==> config.mk <==
export PLATFORM = sky130hd
export DESIGN_NAME = team_06_volume_shifter
export DESIGN_NICKNAME = d
export VERILOG_FILES = /design/src/rtl/team_06_audio_pkg.sv /design/src/rtl/team_06_sat_shift.sv /design/src/rtl/team_06_volume_shifter.sv
export SDC_FILE = /design/constraint.sdc
export NUM_CORES = 1
export LEC_CHECK = 0
export ABC_AREA = 1
export CORE_MARGIN = 3
export CORE_UTILIZATION = 53
export CTS_CLUSTER_SIZE = 12
export DETAILED_ROUTE_END_ITERATION = 8
export PLACE_DENSITY = 0.85
export RECOVER_POWER = 25
export SLEW_MARGIN = 20
export SYNTH_ARGS = -nofsm -noshare
export SYNTH_HDL_FRONTEND = slang
export SYNTH_SLANG_ARGS = --single-unit
export TNS_END_PERCENT = 10
==> constraint.sdc <==
create_clock -name clk -period 3.2 [get_ports clk]
set_input_delay 0.32 -clock clk [delete_from_list [all_inputs] [get_ports clk]]
set_output_delay 0.32 -clock clk [all_outputs]
set_load 0.01 [all_outputs]
==> src/rtl/team_06_audio_pkg.sv <==
// Shared widths and sample types for the team_06 audio output path.
package team_06_audio_pkg;
  localparam int AUDIO_IN_W  = 8;
  localparam int AUDIO_OUT_W = 16;
  localparam int VOL_W       = 4;
  localparam logic [AUDIO_OUT_W-1:0] AUDIO_MAX = 16'hFFFF;
  // Width of the unsaturated intermediate: input shifted by the largest gain code.
  localparam int SHIFT_W = AUDIO_IN_W + (2**VOL_W) - 1;

  typedef logic [AUDIO_IN_W-1:0]  sample_in_t;
  typedef logic [AUDIO_OUT_W-1:0] sample_out_t;
  typedef logic [VOL_W-1:0]       vol_t;
endpackage

==> src/rtl/team_06_sat_shift.sv <==
// Combinational power-of-two gain with saturation to the 16-bit output range.
module team_06_sat_shift
  import team_06_audio_pkg::*;
(
  input  sample_in_t  sample,
  input  vol_t        shift,
  output sample_out_t result
);
  logic [SHIFT_W-1:0] wide;

  always_comb begin
    wide   = {{(SHIFT_W-AUDIO_IN_W){1'b0}}, sample} << shift;
    result = (|wide[SHIFT_W-1:AUDIO_OUT_W]) ? AUDIO_MAX : wide[AUDIO_OUT_W-1:0];
  end
endmodule

==> src/rtl/team_06_volume_shifter.sv <==
// Registered digital volume stage: saturated power-of-two gain or zero-extended bypass.
// Optional gain ramp (anti-zipper) enabled by defining TEAM_06_VOLUME_RAMP_EN.
module team_06_volume_shifter
  import team_06_audio_pkg::*;
(
  input  logic        clk,
  input  logic        rst,
  input  logic [7:0]  audio_in,
  input  logic [3:0]  volume,
  input  logic        enable_volume,
  output logic [15:0] audio_out
);
  vol_t        vol_eff;
  sample_out_t gained;
  sample_out_t next_out;

`ifdef TEAM_06_VOLUME_RAMP_EN
  vol_t vol_ramp;

  // Gain uses the pre-edge ramp value; the ramp frozen while bypassed.
  always_ff @(posedge clk) begin
    if (rst) begin
      vol_ramp <= '0;
    end else if (enable_volume) begin
      if (vol_ramp < volume)
        vol_ramp <= vol_ramp + vol_t'(1);
      else if (vol_ramp > volume)
        vol_ramp <= vol_ramp - vol_t'(1);
    end
  end

  assign vol_eff = vol_ramp;
`else
  assign vol_eff = volume;
`endif

  team_06_sat_shift u_sat_shift (
    .sample (audio_in),
    .shift  (vol_eff),
    .result (gained)
  );

  always_comb begin
    next_out = {{(AUDIO_OUT_W-AUDIO_IN_W){1'b0}}, audio_in};
    if (enable_volume)
      next_out = gained;
  end

  always_ff @(posedge clk) begin
    if (rst)
      audio_out <= '0;
    else
      audio_out <= next_out;
  end
endmodule

==> qor.csv <==
metric,value,unit
post-synthesis cell count,196,
post-CTS setup buffers,0,
ANT cells,0,
number of sinks on the clock net,16,
number of warning messages in the yosys log,0,
Yosys top cell area share,25.2,%
number of global-route vias before repair,1259,
"flip-flop count of the largest register, all copies and words added",16,
"Seq/Total Area, Yosys",25.2,%
Final setup viols,0,
number of rows created at floorplan,17,
post-detailed-route via-to-cell ratio,5.77,
die area,3020,sq um
proportion of power drawn by the clock network,25.0,%
Max H-tree Level,1,
number of antenna violations at the first check in global routing,0,
Die X,54.9,um
Synth area leaders,"dfxtp_1 25%, nand2_1 14%, nand3_1 11%",
synthesized cell area,1270,sq um
total gr overflow,0,
critical path arrival,2.32,ns
synthesis-to-finish area growth,22.2,%
# resized after CTS,0,
clock-pin slew of the registers on the worst-case setup and hold paths,0.11,ns
TritonCTS clock tree,built,
largest buffer count on any clock path,2,
total half-perimeter wirelength after legalization and detailed placement,2620,um
Num CTS Buffers,3,
maximum number of pins on one net before global-route repair,16,
maximum frequency from static timing analysis,471,MHz
total cell area at the placement stage,1510,sq um
cell at the root of the clock tree,clkbuf_4,
net total in the final layout,235,
sum of negative setup slack,0,ns
max_slew headroom,61.3,%
Leakage,0.778,nW
Iter 0 DRT Violations,60,
fraction of power consumed by combinational cells,35.5,%
net count of the mapped netlist,211,
Hold/Removal Path Class,primary input to register,
Crit Path Category,primary input to register,
"Period Utilization, post-route",66.4,%
wire length of the first global-routing pass,5240,um
count of placed standard cells including taps,243,
maxcap violations,0,
Initial DRT Pass Iterations,5,
final core utilization,69.4,%
cell-internal power,363,uW
critical path launch point type,primary input,
"Hold-fix buffers, CTS",0,
largest fanout on the critical path,11,
P_sw,191,uW
dominant cell type by area after synthesis,dfxtp_1,
residual antenna-violating net count after detailed routing,0,
Buffers on Ports,30,
initial core utilization,56.8,%
P per Cell Area,357,nW/um^2
register share of total power,39.5,%
unrepaired setup endpoints after global routing,false,
Post-Layout Cell Count,247,
post-synth cell types,21,
pins over their slew limit,0,
transition time at the pin with the least slew margin,0.580,ns
number of filler cells placed in the layout,202,
CORE AREA,2230,sq um
Routed wire per std cell,13.3,um
peak supply drop,0.310,mV
switching fraction of total power,34.4,%
min cycle time layout,2.12,ns
top flop regs,audio_out: 16 flops,
post-synthesis sequential element count,16,
global router's overall resource usage,23.9,%
final weighted congestion in routability-driven placement,0.885,
total detailed-routing wirelength,3290,um
layout cell share with drive strength beyond 1,12.8,%
status,finished clean,
chip height,54.9,um
synthesized area per cell,6.47,sq um
data required time at the worst endpoint,3.39,ns
overall via count from detail_route,1425,
I/O pin count,31,
drt drc,0,
"final std cell area, no fill",1550,sq um
Largest Register,audio_out,
endpoints failing hold,0,
crit path capture type,register,
-- layout make-up --
cell class | count | area [sq um] | area share (%)
Timing Repair Buffer | 30 | 300 | 19.4
Clock buffer | 4 | 36.3 | 2.34
Multi-Input combinational cell | 148 | 772 | 49.8
Tap cell | 28 | 35.0 | 2.26
Sequential cell | 16 | 320 | 20.7
Inverter | 21 | 86.3 | 5.57
-- cell usage in the layout, fill, tap and decap left out, types with 3 or more instances in the layout --
cell type / instances
dlygate4sd3_1: 8
clkdlybuf4s50_1: 22
a21oi_1: 9
dfxtp_1: 16
o21ai_0: 6
o21a_1: 4
nand4_1: 4
nor2_1: 23
nand2_2: 6
clkbuf_4: 3
nand2_1: 49
nand3_2: 14
inv_1: 19
nand3_1: 29
-- Yosys cell counts (all sizes together) --
master,number
nand2,55
nand3,43
nor2,25
inv,21
dfxtp,16
a21oi,9
buf,7
o21ai,6
clkbuf,4
nand4,4
o21a,4
a31o,1
a41oi,1
-- worst paths after layout --
check / from / to / slack [ns] / cells past startpoint
worst max-delay path: volume[0] / audio_out[1]$_SDFF_PP0_ / 1.08 / 9
worst min-delay path: audio_in[3] / audio_out[3]$_SDFF_PP0_ / 0.76 / 5
-- worst max-delay path: stages --
cell and delay, ns:
clkdlybuf4s50_1 0.68, inv_4 0.12, nand2_2 0.10, nand3_1 0.10, nand3_1 0.18, a31o_1 0.55, nand3_1 0.14, nand2_1 0.08
inv_1 0.04
-- power by group through the flow --
stage	sequential [mW]	combinational [mW]	clock, mW
3_5_place_dp	0.224	0.196	0
6_report	0.219	0.196	0.138
3_3_place_gp	0.223	0.193	0
5_1_grt	0.220	0.216	0.147
4_1_cts	0.219	0.197	0.139
2_1_floorplan	0.231	0.124	0
-- cells by family (layout without fill, tap and decap cells) --
group           Yosys count  after routing  synth area share (%)
flops                    16             16                  25.2
simple gates            127            127                  51.2
compound gates           21             21                  9.66
buf+inv                  32             55                  13.9
-- through the flow --
step	total power [mW]	hold slack [ns]	setup slack, ns
2_1_floorplan	0.356	0.529	1.78
3_3_place_gp	0.416	1.06	0.845
3_5_place_dp	0.419	1.06	0.816
4_1_cts	0.555	0.776	1.11
5_1_grt	0.583	0.792	0.925
6_report	0.553	0.762	1.08
-- per-layer routing --
layer | up-vias | wire length (um) | global-route usage [%]
met3 | 24 | 308 | 5.36
met4 | 0 | 176 | 13.0
met5 | - | 0 | 0
met1 | 620 | 1280 | 28.3
met2 | 100 | 1530 | 39.8
li1 | 681 | - | -
(Power assumes the default switching activity.)
